===== src/rtl/car_lane_ctrl.sv =====
// car_lane_ctrl
// Keeps the horizontal positions of NUM_CARS cars in one road lane. All cars
// advance together once per video frame (falling edge of vs) and wrap at the
// right edge of the screen. Every pixel is hit-tested against the cars, and a
// sprite-relative DX/DY address is registered for the car sprite ROM, one
// cycle after DrawX/DrawY.
//
// Ports
//   Clk       in   pixel clock
//   Reset_n   in   asynchronous reset, active low
//   vs        in   VGA vertical sync (active low); its falling edge is the frame tick
//   freeze    in   hold all car positions
//   DrawX/Y   in   current pixel column / row
//   level_up  in   one-cycle pulse that raises the car speed (CAR_SPEEDUP_EN only)
//   DX/DY     out  sprite column / row address for the ROM
//   car_on    out  the pixel from the previous cycle lies inside a car
//   car_idx   out  index of the car hit (valid while car_on=1)
//
// Build option: define CAR_SPEEDUP_EN to add a saturating speed register that
// level_up increments. Without it the cars move SPEED pixels per frame.
//
// State table
//   RUN    | cars advance on every frame tick
//   FROZEN | positions held; leaves when freeze drops, ignoring a tick in that cycle
//
// pos[i] is the car's right edge + 1 in screen columns; its left edge is
// pos[i]-SPRITE, so a small pos shows a car partially entering at the left.

module car_lane_ctrl #(
  parameter int NUM_CARS = 4,
  parameter int LANE_Y   = 360,
  parameter int SPRITE   = 24,
  parameter int SCREEN_W = 640,
  parameter int SPACING  = 160,
  parameter int SPEED    = 2
) (
  input  logic       Clk,
  input  logic       Reset_n,
  input  logic       vs,
  input  logic       freeze,
  input  logic [9:0] DrawX,
  input  logic [9:0] DrawY,
  input  logic       level_up,
  output logic [5:0] DX,
  output logic [5:0] DY,
  output logic       car_on,
  output logic [2:0] car_idx
);

  localparam logic [10:0] WRAP = 11'(SCREEN_W + SPRITE);
  localparam logic [10:0] SPR  = 11'(SPRITE);

  typedef enum logic {RUN, FROZEN} state_t;

  state_t      state_q, state_d;
  logic        vs_q;
  logic        frame_tick;
  logic        move;
  logic [4:0]  spd;
  logic [10:0] pos_q   [NUM_CARS];
  logic [10:0] pos_nxt [NUM_CARS];
  logic [10:0] rx      [NUM_CARS];
  logic [10:0] dy;

  logic [5:0]  dx_q, dx_d;
  logic [5:0]  dy_q, dy_d;
  logic        on_q, on_d;
  logic [2:0]  idx_q, idx_d;

  assign frame_tick = vs_q & ~vs;

`ifdef CAR_SPEEDUP_EN
  logic [4:0] spd_q;

  always_ff @(posedge Clk or negedge Reset_n) begin
    if (!Reset_n) begin
      spd_q <= 5'(SPEED);
    end else if (level_up && (spd_q < 5'(SPRITE - 1))) begin
      spd_q <= spd_q + 5'd1;
    end
  end

  assign spd = spd_q;
`else
  logic unused_level_up;
  assign unused_level_up = level_up;
  assign spd = 5'(SPEED);
`endif

  // FSM next state; a tick only moves cars while running and not being frozen
  always_comb begin
    state_d = state_q;
    move    = 1'b0;
    case (state_q)
      RUN: begin
        if (freeze) begin
          state_d = FROZEN;
        end else begin
          move = frame_tick;
        end
      end
      FROZEN: begin
        if (!freeze) state_d = RUN;
      end
      default: state_d = RUN;
    endcase
  end

  // Per-car advance with wrap, and hit offset relative to the car's left edge.
  // rx underflows to a large value for columns left of the car, so a single
  // unsigned compare against SPRITE covers both bounds.
  for (genvar g = 0; g < NUM_CARS; g++) begin : g_car
    logic [10:0] n;
    assign n          = pos_q[g] + {6'b0, spd};
    assign pos_nxt[g] = (n >= WRAP) ? (n - WRAP) : n;
    assign rx[g]      = {1'b0, DrawX} + SPR - pos_q[g];
  end

  assign dy = {1'b0, DrawY} - 11'(LANE_Y);

  // Descending scan so the lowest-index hit is the one left standing
  always_comb begin
    on_d  = 1'b0;
    idx_d = 3'd0;
    dx_d  = 6'd0;
    dy_d  = 6'd0;
    if (dy < SPR) begin
      for (int i = NUM_CARS - 1; i >= 0; i--) begin
        if (rx[i] < SPR) begin
          on_d  = 1'b1;
          idx_d = 3'(i);
          dx_d  = rx[i][5:0];
          dy_d  = dy[5:0];
        end
      end
    end
  end

  always_ff @(posedge Clk or negedge Reset_n) begin
    if (!Reset_n) begin
      state_q <= RUN;
      vs_q    <= 1'b1;
      for (int i = 0; i < NUM_CARS; i++) begin
        pos_q[i] <= 11'(i * SPACING + SPRITE);
      end
      dx_q  <= 6'd0;
      dy_q  <= 6'd0;
      on_q  <= 1'b0;
      idx_q <= 3'd0;
    end else begin
      state_q <= state_d;
      vs_q    <= vs;
      if (move) begin
        for (int i = 0; i < NUM_CARS; i++) begin
          pos_q[i] <= pos_nxt[i];
        end
      end
      dx_q  <= dx_d;
      dy_q  <= dy_d;
      on_q  <= on_d;
      idx_q <= idx_d;
    end
  end

  assign DX      = dx_q;
  assign DY      = dy_q;
  assign car_on  = on_q;
  assign car_idx = idx_q;

endmodule

===== config.mk =====
export PLATFORM = sky130hd
export DESIGN_NAME = car_lane_ctrl
export DESIGN_NICKNAME = d
export VERILOG_FILES = /design/src/rtl/car_lane_ctrl.sv
export SDC_FILE = /design/constraint.sdc
export NUM_CORES = 1
export LEC_CHECK = 0
export CORE_MARGIN = 2
export CORE_UTILIZATION = 40
export DETAILED_ROUTE_END_ITERATION = 12
export DONT_BUFFER_PORTS = 1
export GPL_TIMING_DRIVEN = 0
export PLACE_DENSITY = 0.62
export SLEW_MARGIN = 30
export SYNTH_ARGS = -nofsm -noshare
export SYNTH_HDL_FRONTEND = slang
export SYNTH_SLANG_ARGS = --single-unit

===== constraint.sdc =====
create_clock -name Clk -period 4.2 [get_ports Clk]
set_input_delay 0.84 -clock Clk [delete_from_list [all_inputs] [get_ports Clk]]
set_output_delay 0.84 -clock Clk [all_outputs]
set_load 0.02 [all_outputs]

# Word level (Yosys, flattened, before mapping)
# Index checks and enable logic that the tools add are counted.
[totals]
register_bits = 62
in_bits = 25
elab_cells = 62
[op_classes]
add_sub_neg = 14
order_cmp = 9
n_mux = 27
bitwise_logic = 2
[ops]
columns = ["operator", "n"]
rows = [
  ["$mux 6", 10],
  ["$lt 11x5->1 const B", 5],
  ["$add 11x2->11 const B", 4],
  ["$ge 11x10->1 const B", 4],
  ["$mux 11", 4],
  ["$sub 11x10->11 const B", 4],
  ["$sub 11x11->11", 4],
  ["$mux 3", 4],
  ["$add 10x5->11 const B", 1],
  ["$sub 10x9->11 const B", 1],
  ["$mux 1", 8],
  ["$mux 2", 1],
  ["$and 1x1->1", 1],
  ["$not 1->1", 1],
]

# Logic depth before layout (Yosys ltp)
# Gate-level depths: netlist of run 1.
[logic_depth]
word_depth = 8
mapped_depth = 15
depth_no_buf = 14

# Worst setup path before layout of run 1
# OpenSTA, ideal clock, no wires.
[synth_path]
kind = "input -> register"
start = "in DrawX[3]"
end = "reg dx_q[1], in the netlist DX[1]"
setup_ps = 77
arrival_ps = 4079
path_slack_ps = 44
stages = 13
n_path_buf = 0
cell_sequence = "inv_1 > ha_1 > nor2_1 > xor2_1 > ha_1 > a21oi_2 > a21oi_1 > or4_1 > a2111o_1 > nor4_4 > or3b_1 > a221o_1 > a21oi_2"
[synth_between]
elab_chain_cells = 8
[synth_rtl]
columns = ["element", "line_no", "text"]
rows = [
  ["start: declaration", "41", "input logic [9:0] DrawX,"],
  ["$add 10x5->11 (*)", "116", "assign rx[g] = {1'b0, DrawX} + SPR - pos_q[g];"],
  ["$sub 11x11->11", "116", ""],
  ["$lt 11x5->1", "129", "if (rx[i] < SPR) begin"],
  ["$mux 6 (3 in series)", "129", ""],
  ["$mux 6 (*)", "129", ""],
  ["$mux 6 (*)", "127", "if (dy < SPR) begin"],
  ["via dx_d[1]", "65", "logic [5:0] dx_q, dx_d;"],
  ["end signal: assignment", "146", "dx_q <= 6'd0;"],
  ["end signal: assignment", "158", "dx_q <= dx_d;"],
  ["end: declaration", "65", ""],
]
# Mark *: on every way through the listed nets, which the timed path passes. The rest lies on a longest branch.
# A chain may end at the register's enable or synchronous reset.

# Worst setup path after layout of run 1
[layout_path]
start = "in DrawX[4]"
end = "reg dx_q[1], in the netlist DX[1]"
# The elaborated chain is that of the path after synthesis.

==> metrics, run 1 <==
status completed; Post-DRT Antenna Nets 0; routed length per instance roughly 17 um; Synth top area share 0.1755; Fin. Hold Viols 0; core area around 0.014 sq mm; Total Wirelength approximately 15000 um; antenna violations before repair 0; vias in the first global route 5045; Post-synth top cells nand2_1, nor2_1, xnor2_1; critical path peak fanout 5; area occupied by multi-input gates a little over 0.004 sq mm; Finish-stage setup viols 0; Initial Util 0.4109; post-detail-place hpwl 11260 um; Layout Utilization 0.4601; CTS clk-pin slew, worst paths 0.06 ns; worst r2r path cells 13; root buffer cell clkbuf_16; top cells by area, synth dfrtp_1, ha_1, xnor2_1, dfstp_2, nand2_1; skew final between 0.007 and 0.008 ns; Async SR Flop Fraction 1.000; Netlist cell types between 70 and 80; yosys warns 0; CTS max path bufs 2; syn avg cell area ~8 sq um; Post-Place Cells ~900; CTS tree built; number of CTS-inserted buffers 9; pwr dens around 530 mW/mm^2; Post-Syn Instances roughly 700; Area Growth Syn to Fin 11.95%; maximum clock rate about 0.25 GHz; most frequent cell after synthesis nand2_1; non-filler cells, final approximately 920; die area 0.01523 sq mm; worst rel slew slack 0.4636; first-pass GRT wire length approximately 25000 um; register area share after synthesis 0.2538; Yosys reg bits 57; fillers approximately 1400; Final Slew Violations 0; CTS Hold Bufs 0; RSZ-0062 raised after global routing false; CP arrival 4.32 ns; area leader, netlist dfrtp_1; Congestion Overflow GR 0; Port Buffer Count 0; DR vias roughly 5300; post-route clock period utilization 0.9687; # DRC 0; clk sinks 57; Max Cap Violations 0; Reg area approximately 0.0014 sq mm; gpl congestion about 0.9; Post-synth EDFFs 0; fin nets 813; largest net degree at the start of global routing just under 60; required time of the critical path 4.46 ns; Synth Cell Area around 0.0057 sq mm; slew at the pin closest to its max-slew limit around 0.80 ns; CP Launch Type input pin; Vias per Instance ~5.7; 1st-iter DRT viols between 500 and 600; Boundary Pins 41; later-pin clock latency in the skew report approximately 0.35 ns; Synth Flop Type dfrtp_1; WS Path Type input pin to flop; Tightest Hold Check Type input pin to asynchronous set/reset pin; dpl ws -0.9057 ns; CP Capture Type flop; minimum clock period about 4.1 ns; final worst slack approximately 0.13 ns; Detailed Routing Iterations Pass 1 6; VDD IR max roughly 0.21 mV; H-tree levels 3; fraction of layout cells with a size suffix above 1 0.1011; Total GRT Usage 0.2119; Die Y ~120 um; ant diodes 0; die width about 120 um; Pleak 2.585 nW; Site Rows 43
==> sequential cells by signal, summed over array words and instances, names as in the netlist <==
register / cells
DX: 6
DY: 6
car_idx: 2
car_on: 1
pos_q: 40
state_q: 1
vs_q: 1
==> worst max-delay path, cell delays in order <==
cell	delay, ns
o2111ai_1	0.12
xnor2_1	0.63
ha_1	0.41
nand2b_1	0.13
a21oi_1	0.05
or4_1	0.55
a2111o_1	0.44
nor4_4	0.28
or3b_1	0.38
a221o_1	0.31
a21oi_2	0.20
==> kinds of logic after synthesis <==
| group | share of synthesized area |
|---|---|
| AOI/OAI and AO/OA | 0.2071 |
| buffers and inverters | 0.04804 |
| xor gates and xnor gates | 0.1228 |
| and+or+nand+nor | 0.2290 |
| muxes | 0.02150 |
| other | 0.0006574 |
| adders and majority gates | 0.1171 |
| DFF | 0.2538 |
==> per-layer routing <==
| metal | share of wire | global-route usage | vias to the layer above | routed length [um] |
|---|---|---|---|---|
| met3 | 0.045 | 0.03090 | 32 | 685 |
| met4 | 0.031 | 0.1087 | 0 | 477 |
| met5 | 0 | 0 | - | 0 |
| met2 | 0.48 | 0.3537 | 160 | 7382 |
| met1 | 0.44 | 0.2649 | 2468 | 6771 |
| li1 | - | - | 2598 | - |
==> area by class of cell <==
type / instances / area share
multi-input combinational: 587 / 0.6389
sequential: 57 / 0.2267
clock buffer: 10 / 0.03585
tap: 180 / 0.03527
inverter: 56 / 0.03409
timing repair buffer: 10 / 0.01215
buffer: 16 / 0.009992
clock inverter: 6 / 0.007053
==> report_power, final <==
part / internal, mW / switching [mW] / total (mW)
clock: 0.400 / 0.292 / 0.692
combinational: 0.775 / 1.05 / 1.82
sequential: 0.698 / 0.165 / 0.863
total: 1.87 / 1.50 / 3.38
==> cells in the final DEF, fill, tap and decap left out, drive strengths merged, types with 5 or more instances in the layout <==
master and count:
a21boi 5, a21o 5, a21oi 47, a31oi 9
and2 8, and3 5, buf 12, clkbuf 23
clkinvlp 5, dfrtp 40, dfstp 17, ha 47
inv 54, mux2i 10, nand2 71, nand3 25
nand4 18, nor2 62, nor2b 8, nor3 20
o2111ai 7, o211ai 5, o21a 8, o21ai 47
o21bai 5, o31ai 8, or2 8, or3 7
xnor2 58, xor2 22
==> final timing paths <==
kind	from	to	slack [ns]
worst max-delay path	DrawX[4]	DX[1]	0.13
min in group Clk	vs	vs_q	0.49
worst min register to register	pos_q[17]	pos_q[17]	0.50
worst min-delay path	Reset_n	pos_q[28]	0.18
max in group asynchronous	Reset_n	pos_q[4]	3.83
worst max register to register	pos_q[12]	DX[1]	0.60
==> stage by stage <==
| stage | TNS (ns) | area (sq um) | hold WS [ns] | power (mW) |
|---|---|---|---|---|
| floorplan | 0 | 5712 | 0.4723 | 2.263 |
| detailed placement | -8.473 | 5948 | 0.5043 | 2.624 |
| global placement | -7.053 | 5937 | 0.4930 | 2.580 |
| finish | 0 | 6386 | 0.1831 | 3.377 |
| global route | 0 | 6386 | 0.1755 | 3.660 |
| CTS | 0 | 6287 | 0.1730 | 3.348 |
==> repair_timing <==
item                                    CTS  global route
buffers inserted                          2             7
cloned                                    0             0
resized for setup                         8             6
pin swaps                                 2             3
endpoints found under the setup margin   12            11
No activity file was read; power rests on OpenSTA's default activity.
==> run 2, diff against run 1 <==
Settings changed: MAX_ROUTING_LAYER set to met4.
==> run 2 against run 1 <==
- non-clock buffer count shrank 5
- global-route usage is 0.77 points higher
- final cell count is 0.54% lower
- worst setup slack better by 0.037 ns
- largest power group unchanged
- sequential share of layout area up 0.11 points
==> metrics, run 2 (same netlist as run 1, synthesis figures left out) <==
status completed; gpl congestion 0.8841 (+0.61%); post-detail-place hpwl 11460 um (+1.7%); RR Startpoint pos_q[12]; VDD IR max 0.2263 mV (+8.0%); Total Wirelength 15400 um (+0.54%); top routing layer in use met4; first-pass GRT wire length 24790 um (+0.14%); skew final 0.004212 ns (-0.002835 ns); fraction of layout cells with a size suffix above 1 0.09498 (-0.006099); vias in the first global route 4884 (-3.2%); Total GRT Usage 0.2196 (+0.007697); antenna violations before repair 0 (unchanged); Initial Util 0.4109 (unchanged); CTS clk-pin slew, worst paths 0.06 ns (about the same); Fin. Hold Viols 0 (unchanged); switch share 0.4428 (-0.002536); number of flip-flops in the largest register 40 (unchanged); post-route clock period utilization 0.9599 (-0.008721); later-pin clock latency in the skew report 0.35 ns (about the same); post-route cell area 0.006355 sq mm (-0.49%); critical path peak fanout 4 (-1); Setup crit start DrawX[3]; Max Cap Violations 0 (unchanged); Finish-stage setup viols 0 (unchanged); # DRC 0 (unchanged); slew at the pin closest to its max-slew limit 0.7835 ns (-0.02100 ns); total negative slack 0 ns (unchanged); commonest cells after routing, fill and taps aside nand2_1, nor2_1, inv_1, xnor2_1, o21ai_0; pwr dens 535.3 mW/mm^2 (+1.2%); Detailed Routing Iterations Pass 1 5 (-1); Pleak 2.564 nW (-0.84%); fin nets 808 (-0.62%); number of CTS-inserted buffers 9 (unchanged); 1st-iter DRT viols 641 (+20%); dpl cell area 0.005948 sq mm (unchanged); CP arrival 4.29 ns (-0.03 ns); clk sinks 57 (unchanged); Flop pwr share 0.254 (-0.002); Congestion Overflow GR 0 (unchanged); DR vias 5284 (+0.49%); met3 routed wirelength 735 um (+7.3%); final worst slack 0.1683 ns (+0.03663 ns); largest register by flop count pos_q; RSZ-0062 raised after global routing false; Comb pwr share 0.533 (-0.007); internal power 1.895 mW (+1.2%); Area Growth Syn to Fin 11.41%; routed length per instance 16.79 um (+1.1%); commonest non-fill, non-tap cell in the layout nand2_1; Fin Hold WS 0.1827 ns (-0.0003870 ns); die area 0.01523 sq mm (unchanged); CTS max path bufs 2 (unchanged); root buffer cell clkbuf_16; Clk pwr share 0.213 (+0.008); Tightest Hold Check Type input pin to asynchronous set/reset pin; maximum clock rate 0.2480 GHz (+0.91%); fillers 1330 (-3.2%); worst rel slew slack 0.4776 (+0.01400); dpl ws -0.9486 ns (-0.04292 ns); core area 0.01388 sq mm (unchanged); M1 WL 6858 um (+1.3%); CP Launch Type input pin; largest net degree at the start of global routing 58 (unchanged); WS Path Type input pin to flop; ant diodes 0 (unchanged); Post-DRT Antenna Nets 0 (unchanged); H-tree levels 3 (unchanged); routed wl met2 7330 um (-0.70%); Boundary Pins 41 (unchanged); Port Buffer Count 0 (unchanged); CTS Hold Bufs 0 (unchanged); CP Capture Type flop; die width 123.4 um (unchanged); required time of the critical path 4.45 ns (about the same); Final Slew Violations 0 (unchanged); Site Rows 43 (unchanged); Vias per Instance 5.762 (+1.0%); Die Y 123.4 um (unchanged); Psw 1.506 mW (+0.16%); minimum clock period 4.032 ns (-0.03663 ns); CTS tree built
-- run 2: worst paths after layout --
path,slack [ns],endpoint,cells past startpoint
setup reg to reg,0.57,DX[3],12
max in group asynchronous,3.83,pos_q[7],0
setup / recovery,0.17,DX[1],13
hold / removal,0.18,pos_q[28],0
hold reg to reg,0.50,pos_q[19],2
min in group Clk,0.49,vs_q,0
-- run 2: cell type report --
class | instances | area, sq um | area share
flip-flops and latches | 57 | 1448 | 0.2278
repair buffers | 5 | 35.03 | 0.005513
inverters | 56 | 214.0 | 0.03367
plain buffers | 16 | 63.81 | 0.01004
clock inverters | 5 | 38.79 | 0.006104
well taps | 180 | 225.2 | 0.03544
clock buffers | 11 | 252.7 | 0.03977
multi-input cells | 587 | 4078 | 0.6417
-- run 2: through the flow --
| stage | total power, mW | utilization | instances |
|---|---|---|---|
| 4_1_cts | 3.385 | 0.4558 | 917 |
| 2_1_floorplan | 2.263 | - | 716 |
| 3_3_place_gp | 2.578 | 0.4277 | 896 |
| 3_5_place_dp | 2.633 | 0.4285 | 897 |
| 6_report | 3.402 | 0.4578 | 917 |
| 5_1_grt | 3.688 | 0.4578 | 917 |
-- run 2: power by group through the flow --
| stage | combinational [mW] | clock [mW] | sequential (mW) |
|---|---|---|---|
| 2_1_floorplan | 1.44 | 0 | 0.820 |
| 3_3_place_gp | 1.72 | 0 | 0.863 |
| 3_5_place_dp | 1.77 | 0 | 0.867 |
| 4_1_cts | 1.79 | 0.739 | 0.860 |
| 5_1_grt | 2.04 | 0.762 | 0.888 |
| 6_report | 1.81 | 0.724 | 0.863 |
-- run 2: critical path, stage by stage --
cell	delay (ns)
clkinvlp_4	0.08
ha_4	0.19
nor2_1	0.18
xor2_2	0.38
ha_1	0.25
nand2b_1	0.16
a21oi_1	0.05
or4_1	0.54
a2111o_1	0.43
nor4_4	0.29
or3b_1	0.38
a221o_1	0.31
a21oi_2	0.20
-- run 2: layer usage --
layer,GRT usage,vias to the layer above
li1,-,2604
met3,0.04244,38
met2,0.3551,163
met4,0.08381,0
met5,-,-
met1,0.2712,2479
-- run 2: what timing repair did --
item / 4_1_cts / 5_1_grt
resized for setup: 9 / 4
setup endpoints to repair: 13 / 12
pin swaps: 2 / 0
setup buffers: 4 / 0
==> run 3, diff against run 2 <==
Settings changed: CORE_UTILIZATION 40 to 30, PLACE_DENSITY 0.62 to 0.52.
==> run 3 against run 2 <==
- utilization decreased by 11 points
- power shrank 0.70%
- sequential share of layout area is 0.25 points lower
- critical path depth is the same
- fmax up 0.69%
- clock skew up 0.0024 ns
- global-route usage shrank 5.8 points
- die area rose by 32%
- register-to-register slack barely moved
- critical endpoint unchanged
- first-iteration DRC count shrank 46%
==> metrics, run 3 (same netlist as run 1, synthesis figures left out) <==
Max Cap Violations 0 (unchanged); slew at the pin closest to its max-slew limit 0.8172 ns (+0.03369 ns); Port Buffer Count 0 (unchanged); die area 0.02013 sq mm (+32%); worst rel slew slack 0.4552 (-0.02246); die width 141.9 um (+15%); Final Slew Violations 0 (unchanged); WS Path Type input pin to flop; Site Rows 50 (+16%); RSZ-0062 raised after global routing false; maximum clock rate 0.2497 GHz (+0.69%); critical path's top delay family simple AND/OR/NAND/NOR gates; skew final 0.006649 ns (+0.002437 ns); antenna violations before repair 0 (unchanged); slowest cell on the critical path or4_1; commonest cells after routing, fill and taps aside nand2_1, nor2_1, inv_1, xnor2_1, o21ai_0; post-detail-place hpwl 11450 um (-0.11%); first-pass GRT wire length 24620 um (-0.69%); pwr dens 525.8 mW/mm^2 (-1.8%); Finish-stage setup viols 0 (unchanged); layer with the highest usage met2; core area 0.01871 sq mm (+35%); largest net degree at the start of global routing 58 (unchanged); CP arrival 4.26 ns (-0.03 ns); CTS tree built; commonest non-fill, non-tap cell in the layout nand2_1; minimum setup slack among reg-to-reg paths 0.56 ns (about the same); later-pin clock latency in the skew report 0.34 ns (about the same); CTS max path bufs 2 (unchanged); status completed; H-tree levels 3 (unchanged); Die Y 141.9 um (+15%); post-route cell area 0.006425 sq mm (+1.1%); minimum clock period 4.004 ns (-0.02766 ns); Total GRT Usage 0.1620 (-0.05763); dpl cell area 0.006011 sq mm (+1.1%); CTS clk-pin slew, worst paths 0.06 ns (about the same); Boundary Pins 41 (unchanged); Vias per Instance 5.243 (-9.0%); fillers 1904 (+43%); Congestion Overflow GR 0 (unchanged); met2 Use GR 0.2647 (-0.09039); Detailed Routing Iterations Pass 1 5 (unchanged); largest register by flop count pos_q; fraction of layout cells with a size suffix above 1 0.09511 (+0.0001290); Area Growth Syn to Fin 12.63%; VDD IR max 0.1719 mV (-24%); 1st-iter DRT viols 346 (-46%); required time of the critical path 4.45 ns (about the same); fin nets 807 (-0.12%); gpl congestion 0.8685 (-1.8%); CP Launch Type input pin; number of CTS-inserted buffers 9 (unchanged); Fin Hold WS 0.1884 ns (+0.005701 ns); GR Layer Usage met1 0.2013 (-0.06989); Tightest Hold Check Type input pin to asynchronous set/reset pin; worst path cell trace clkinvlp_4 > ha_4 > nor2_1 > xor2_2 > ha_1 > nand2b_1 > a21oi_1 > or4_1 > a2111o_1 > nor4_4 > or3b_1 > a221o_1 > a21oi_2; DR vias 5086 (-3.7%); Post-DRT Antenna Nets 0 (unchanged); CP Capture Type flop; root buffer cell clkbuf_16; CP Buf/Inv Count 1 (unchanged); vias in the first global route 4825 (-1.2%); total negative slack 0 ns (unchanged); clk sinks 57 (unchanged); Initial Util 0.3049 (-0.1060); post-route clock period utilization 0.9533 (-0.006587); routed length per instance 15.67 um (-6.7%); CTS Hold Bufs 0 (unchanged); Pleak 2.554 nW (-0.39%); Tot Pwr 3.378 mW (-0.70%); critical path peak fanout 4 (unchanged); # DRC 0 (unchanged); routing usage on met3 0.02261 (-0.01982); Total Wirelength 15200 um (-1.3%); ant diodes 0 (unchanged); Fin. Hold Viols 0 (unchanged); Layout Utilization 0.3435 (-0.1143); number of flip-flops in the largest register 40 (unchanged); CP max stage delay 0.53 ns (about the same)
==> run 3: cell count changes in the layout (fill, tap and decap cells not counted) <==
cell     previous run  this run
nor2_2              0         1
xor2_4              1         0
nor2_4              1         0
xnor2_4             0         1
xor2_2              1         2
buf_2               1         0
ha_1               46        45
ha_4                1         2
xnor2_2             3         2
==> run 3: worst register-to-register path, cell delays in order, from the launching register on <==
cell and delay, ns:
dfrtp_1 0.52, ha_1 0.24, inv_1 0.06, fa_1 0.42, a211o_1 0.32, a31oi_1 0.19, nor2_1 0.06, a2111oi_1 0.44
nand4_1 0.26, nor3_4 0.33, nand2_1 0.12, a311o_1 0.37, a21oi_1 0.22
==> run 3: layer usage <==
| layer | up-vias | share of wire |
|---|---|---|
| met5 | - | 0 |
| met3 | 23 | 0.027 |
| met2 | 79 | 0.48 |
| met4 | 0 | 0.023 |
| met1 | 2391 | 0.47 |
| li1 | 2593 | - |
==> run 3: stage by stage <==
stage                     setup WS, ns  std cells
after floorplan                0.04350        716
after global placement         -0.8810        950
after detailed placement       -0.8918        950
after CTS                      0.08868        970
after global routing           0.02330        970
final                           0.1960        970
==> run 3: area by class of cell <==
| cell class | count | area, sq um | area share |
|---|---|---|---|
| Clock inverter | 5 | 38.79 | 0.006037 |
| Timing Repair Buffer | 4 | 30.03 | 0.004674 |
| Tap cell | 234 | 292.8 | 0.04557 |
| Multi-Input combinational cell | 587 | 4085 | 0.6358 |
| Inverter | 56 | 214.0 | 0.03330 |
| Sequential cell | 57 | 1448 | 0.2253 |
| Buffer | 16 | 63.81 | 0.009932 |
| Clock buffer | 11 | 252.7 | 0.03934 |
==> run 3: repair_timing <==
| item | in CTS | in global routing |
|---|---|---|
| buffers inserted | 4 | 0 |
| endpoints found under the setup margin | 13 | 9 |
| gates resized for setup | 10 | 3 |
| pin swaps | 3 | 1 |
==> run 3: power by group <==
part | leakage (nW) | internal, mW | total (mW) | switching, mW
Clock | 0.130 | 0.433 | 0.717 | 0.285
Combinational | 1.73 | 0.765 | 1.79 | 1.03
Sequential | 0.696 | 0.698 | 0.867 | 0.169
==> run 3: worst paths after layout <==
check,start,end,cells past startpoint
max,DrawX[3],DX[1],13
min,Reset_n,DX[5],0
max reg2reg,pos_q[12],DX[3],12
min reg2reg,pos_q[8],pos_q[8],2
max in group asynchronous,Reset_n,pos_q[3],0
min in group Clk,vs,vs_q,0
